[src/rtl/minmax_seq_pkg.sv]
// Shared types for the min/max frame scanner.
// Holds the FSM state encoding and the sample width.
package minmax_seq_pkg;

    localparam int DATA_W = 4;

    typedef enum logic [2:0] {
        IDLE,
        ACCEPT,
        CMP_MAX,
        CMP_MIN,
        DONE
    } state_t;

endpackage

[src/rtl/minmax_seq_cmp.sv]
// Unsigned magnitude comparator shared by the max and min passes.
// Ports: d0, d1 (operands); eq, gt, lt (d0 relative to d1).
module mag_cmp4
    import minmax_seq_pkg::*;
(
    input  logic [DATA_W-1:0] d0,
    input  logic [DATA_W-1:0] d1,
    output logic              eq,
    output logic              gt,
    output logic              lt
);

    assign eq = (d0 == d1);
    assign gt = (d0 > d1);
    assign lt = (d0 < d1);

endmodule

[src/rtl/minmax_seq.sv]
// Sequential min/max scanner: accepts a frame of len samples and reports
// the max, min and the number of times the max occurred.
// Ports: clk, rst (async, active-high); start/len open a frame;
// in_valid/in_data/in_ready carry samples; busy, done (1-cycle pulse),
// max_val, min_val, max_cnt report the result.
module minmax_seq
    import minmax_seq_pkg::*;
#(
    parameter int LEN_W = 4
) (
    input  logic              clk,
    input  logic              rst,
    input  logic              start,
    input  logic [LEN_W-1:0]  len,
    input  logic              in_valid,
    input  logic [DATA_W-1:0] in_data,
    output logic              in_ready,
    output logic              busy,
    output logic              done,
    output logic [DATA_W-1:0] max_val,
    output logic [DATA_W-1:0] min_val,
    output logic [LEN_W-1:0]  max_cnt
);

    state_t             state;
    state_t             state_nx;
    logic [LEN_W-1:0]   remaining;
    logic               first;
    logic [DATA_W-1:0]  sample;
    logic [DATA_W-1:0]  cmp_d1;
    logic               cmp_eq;
    logic               cmp_gt;
    logic               cmp_lt;
    logic               last;

    // One comparator serves both passes; its second operand follows the state.
    assign cmp_d1 = (state == CMP_MIN) ? min_val : max_val;
    assign last   = (remaining == LEN_W'(1));

    mag_cmp4 u_cmp (
        .d0 (sample),
        .d1 (cmp_d1),
        .eq (cmp_eq),
        .gt (cmp_gt),
        .lt (cmp_lt)
    );

    always_ff @(posedge clk or posedge rst) begin
        if (rst) begin
            state <= IDLE;
        end else begin
            state <= state_nx;
        end
    end

    always_comb begin
        state_nx = state;
        in_ready = 1'b0;
        busy     = (state != IDLE);
        done     = 1'b0;
        unique case (state)
            IDLE: begin
                if (start) begin
                    state_nx = (len == '0) ? DONE : ACCEPT;
                end
            end
            ACCEPT: begin
                in_ready = 1'b1;
                if (in_valid) begin
                    if (first) begin
                        state_nx = last ? DONE : ACCEPT;
                    end else begin
                        state_nx = CMP_MAX;
                    end
                end
            end
            CMP_MAX: state_nx = CMP_MIN;
            CMP_MIN: state_nx = last ? DONE : ACCEPT;
            DONE: begin
                done     = 1'b1;
                state_nx = IDLE;
            end
            default: state_nx = IDLE;
        endcase
    end

    always_ff @(posedge clk or posedge rst) begin
        if (rst) begin
            remaining <= '0;
            first     <= 1'b0;
            sample    <= '0;
            max_val   <= '0;
            min_val   <= '0;
            max_cnt   <= '0;
        end else begin
            unique case (state)
                IDLE: begin
                    if (start) begin
                        remaining <= len;
                        first     <= (len != '0);
                        max_val   <= '0;
                        min_val   <= '0;
                        max_cnt   <= '0;
                    end
                end
                ACCEPT: begin
                    if (in_valid) begin
                        sample <= in_data;
                        // First sample seeds both extremes directly.
                        if (first) begin
                            max_val   <= in_data;
                            min_val   <= in_data;
                            max_cnt   <= LEN_W'(1);
                            first     <= 1'b0;
                            remaining <= remaining - LEN_W'(1);
                        end
                    end
                end
                CMP_MAX: begin
                    if (cmp_gt) begin
                        max_val <= sample;
                        max_cnt <= LEN_W'(1);
                    end else if (cmp_eq && (max_cnt != '1)) begin
                        max_cnt <= max_cnt + LEN_W'(1);
                    end
                end
                CMP_MIN: begin
                    if (cmp_lt) begin
                        min_val <= sample;
                    end
                    remaining <= remaining - LEN_W'(1);
                end
                default: begin
                end
            endcase
        end
    end

endmodule
[config.mk]
export PLATFORM = sky130hd
export DESIGN_NAME = minmax_seq
export DESIGN_NICKNAME = d
export VERILOG_FILES = /design/src/rtl/minmax_seq_pkg.sv /design/src/rtl/minmax_seq_cmp.sv /design/src/rtl/minmax_seq.sv
export SDC_FILE = /design/constraint.sdc
export NUM_CORES = 1
export LEC_CHECK = 0
export CORE_MARGIN = 2
export CORE_UTILIZATION = 53
export DETAILED_ROUTE_END_ITERATION = 8
export GPL_ROUTABILITY_DRIVEN = 0
export HOLD_SLACK_MARGIN = 0.1
export PLACE_DENSITY = 0.79
export SLEW_MARGIN = 20
export SYNTH_ARGS = -nofsm -noshare
export SYNTH_HDL_FRONTEND = slang
export SYNTH_HIERARCHICAL = 1
export SYNTH_SLANG_ARGS = --single-unit
[constraint.sdc]
create_clock -name clk -period 3.6 [get_ports clk]
set_input_delay 1.08 -clock clk [delete_from_list [all_inputs] [get_ports clk]]
set_output_delay 1.08 -clock clk [all_outputs]
set_load 0.01 [all_outputs]
==> flow_metrics.env, run 1 <==
export IMPL_ff2ff_setup_slack_ns=0.75
export IMPL_synth_edf_count=0
export IMPL_drc=0
export IMPL_slew_viol_final=0
export IMPL_drive_above_1_share_pct=13.9
export IMPL_wl_per_cell_um=15.9
export IMPL_dieWidth_um=59.5
export IMPL_cts_sinks=24
export IMPL_syn_num_nets=191
export IMPL_grt_pass1_vias=1336
export IMPL_antenna_left=0
export IMPL_syn_inst=172
export IMPL_design_core_area_mm2=0.00300
export IMPL_clock_skew_ns=0.00324
export IMPL_worst_path_max_fanout=18
export IMPL_ys_types=45
export IMPL_end_kind="primary output"
export IMPL_crit_end="in_ready"
export IMPL_power_density_mw_per_mm2=828
export IMPL_grt_max_degree=25
export IMPL_start_kind="flop"
export IMPL_htree_levels=1
export IMPL_irDropWorstVdd_mv=0.363
export IMPL_fin_util_pct=64.3
export IMPL_grtUsageTotal_pct=23.3
export IMPL_maxSlewHeadroom_pct=40.4
export IMPL_cts_hold_buf=0
export IMPL_r2r_end="min_val[1]"
export IMPL_r2r_start="state[2]"
export IMPL_async_flop_share_pct=100
export IMPL_outcome="completed"
export IMPL_synth_ff_type="dfrtp_1"
export IMPL_synth_top_area_cell="dfrtp_1"
export IMPL_min_period_over_period_pct=87.5
export IMPL_drtIter0Drc=91
export IMPL_grt_pass1_wl_um=6290
export IMPL_global_route_overflow_total=0
export IMPL_setup_tns_ns=0
export IMPL_synth_seq_cells=24
export IMPL_drv_cap=0
export IMPL_timing_hold_ws_ns=0.512
export IMPL_critical_path_cell_chain="nor2_1 -> nand2_1 -> inv_1 -> clkdlybuf4s50_1"
export IMPL_cp_arrival_ns=2.07
export IMPL_dieArea_mm2=0.00355
export IMPL_viasPerCell=6.05
export IMPL_vias=1373
export IMPL_num_rows=20
export IMPL_fillers=262
export IMPL_netlist_area_mm2=0.00164
export IMPL_layout_cells_non_filler=227
export IMPL_dieHeight_um=59.5
export IMPL_rsz0062_at_grt="no"
export IMPL_critical_path_slowest_cell="dfrtp_1"
export IMPL_antenna_cells=0
export IMPL_clockRootBuffer="clkbuf_4"
export IMPL_period_minus_slack_ns=3.15
export IMPL_cts_setup_buffers=0
export IMPL_max_clock_path_buffers=2
export IMPL_clk_latency_ns=0.33
export IMPL_hold_violations=0
export IMPL_startpoint="state[2]"
export IMPL_synth_area_leaders="dfrtp_1 (37%), mux2_2 (7.6%), ha_1 (5.4%)"
export IMPL_syn_avg_cell_area_um2=9.51
export IMPL_routed_wl_um=3620
export IMPL_firstDrtPassIters=4
export IMPL_seq_area_frac_synth_pct=36.7
export IMPL_worst_r2r_path_depth=10
export IMPL_pin_count=27
export IMPL_start_util_pct=54.5
export IMPL_dp_hpwl_um=2720
export IMPL_cts_resized=0
export IMPL_numPortBuffers=26
export IMPL_dp_cells=223
export IMPL_tritoncts="yes"
export IMPL_final_common_cell="clkdlybuf4s50_1"
export IMPL_mostFrequentLayoutCells="clkdlybuf4s50_1 (26), dfrtp_1 (24), nor2_1 (15), inv_1 (15), a21oi_1 (13)"
export IMPL_crit_path_max_incr_delay_ns=0.63
export IMPL_tightest_slew_ns=0.893
export IMPL_cp_required_ns=2.52
export IMPL_synth_top_area_share_pct=36.7
export IMPL_grt_antenna_before_repair=0
export IMPL_clkSlewWorstSetupHoldPaths_ns=0.15
export IMPL_nets=214
export IMPL_syn2layout_area_growth_pct=18.1
export IMPL_p_leak_nw=0.854
export IMPL_timing_fmax_mhz=318
export IMPL_cts_buffers=3
export IMPL_setup_viol=0
export IMPL_yosysWarningCount=6
export IMPL_hold_path_class="reg -> reg"
export IMPL_crit_type="reg -> out"
## power by group
group / internal, mW / total (mW) / switching (mW)
Clock: 0.113 / 0.206 / 0.0928
Combinational: 0.431 / 0.888 / 0.457
Sequential: 0.372 / 0.506 / 0.134
## state kept, by name, indices dropped and copies added, names as in the netlist
name,count
sample,4
state,3
max_val,4
max_cnt,4
min_val,4
first,1
remaining,4
## cell type report
cell class	instances	area [um^2]	area share (%)
Multi-Input combinational cell	124	913	47.3
Sequential cell	24	601	31.1
Timing Repair Buffer	27	268	13.9
Inverter	15	56.3	2.91
Tap cell	33	41.3	2.14
Clock inverter	1	30.0	1.55
Clock buffer	3	22.5	1.17
## cells in the mapped netlist (all sizes together) (3+ instances only)
library cell	count
dfrtp	24
nor2b	4
a22o	4
nand2	12
a21oi	14
buf	6
a22oi	5
o22ai	4
clkbuf	3
mux2	11
o41ai	4
inv	15
nor2	16
o21bai	3
a31oi	4
ha	7
o21ai	7
nand3b	3
## stage by stage
| step | power, mW | setup slack, ns | cell area (um^2) |
|---|---|---|---|
| finish | 1.60 | 0.452 | 1930 |
| CTS | 1.60 | 0.474 | 1930 |
| detailed placement | 1.40 | 0.811 | 1880 |
| global placement | 1.37 | 0.881 | 1880 |
| global route | 1.74 | 0.339 | 1930 |
| floorplan | 1.16 | 1.10 | 1640 |
## routing by layer
metal / routed length [um] / vias up / global-route usage (%)
met2: 1720 / 42 / 35.8
met3: 153 / 4 / 2.62
met4: 51 / 0 / 7.30
li1: - / 660 / -
met1: 1690 / 667 / 34.1
met5: 0 / - / 0
## worst min-delay path by stage
stage	from	to	slack (ns)	cells past startpoint
floorplan	remaining[3]	remaining[3]	0.45	1
global route	remaining[3]	remaining[3]	0.53	1
CTS	remaining[3]	remaining[3]	0.51	1
global placement	remaining[3]	remaining[3]	0.48	1
finish	remaining[3]	remaining[3]	0.51	1
detailed placement	remaining[3]	remaining[3]	0.49	1
## kinds of logic (layout without fill, tap and decap cells)
family / count (synthesis) / in the layout / share of synthesized area [%]
simple gates: 53 / 53 / 18.3
buf+inv: 24 / 46 / 7.42
fa+ha+maj: 7 / 7 / 5.36
flops: 24 / 24 / 36.7
compound gates: 52 / 52 / 24.0
mux: 12 / 12 / 8.19
## critical path: cells and delay by family (launching register included)
kind | cells | cell delay, ns
flip-flops | 1 | 0.63
buffers and inverters | 2 | 0.66
AND/OR/NAND/NOR | 2 | 0.44
(Power assumes the default switching activity.)
==> run 2: changes to the inputs <==
--- a/config.mk
+++ b/config.mk
@@ -7,6 +7,7 @@
 export LEC_CHECK = 0
 export CORE_MARGIN = 2
 export CORE_UTILIZATION = 53
+export CTS_CLUSTER_SIZE = 14
 export DETAILED_ROUTE_END_ITERATION = 8
 export GPL_ROUTABILITY_DRIVEN = 0
 export HOLD_SLACK_MARGIN = 0.1
==> results of run 2 <==
Same layout as run 1: the final DEF is identical, and so are final timing and power.
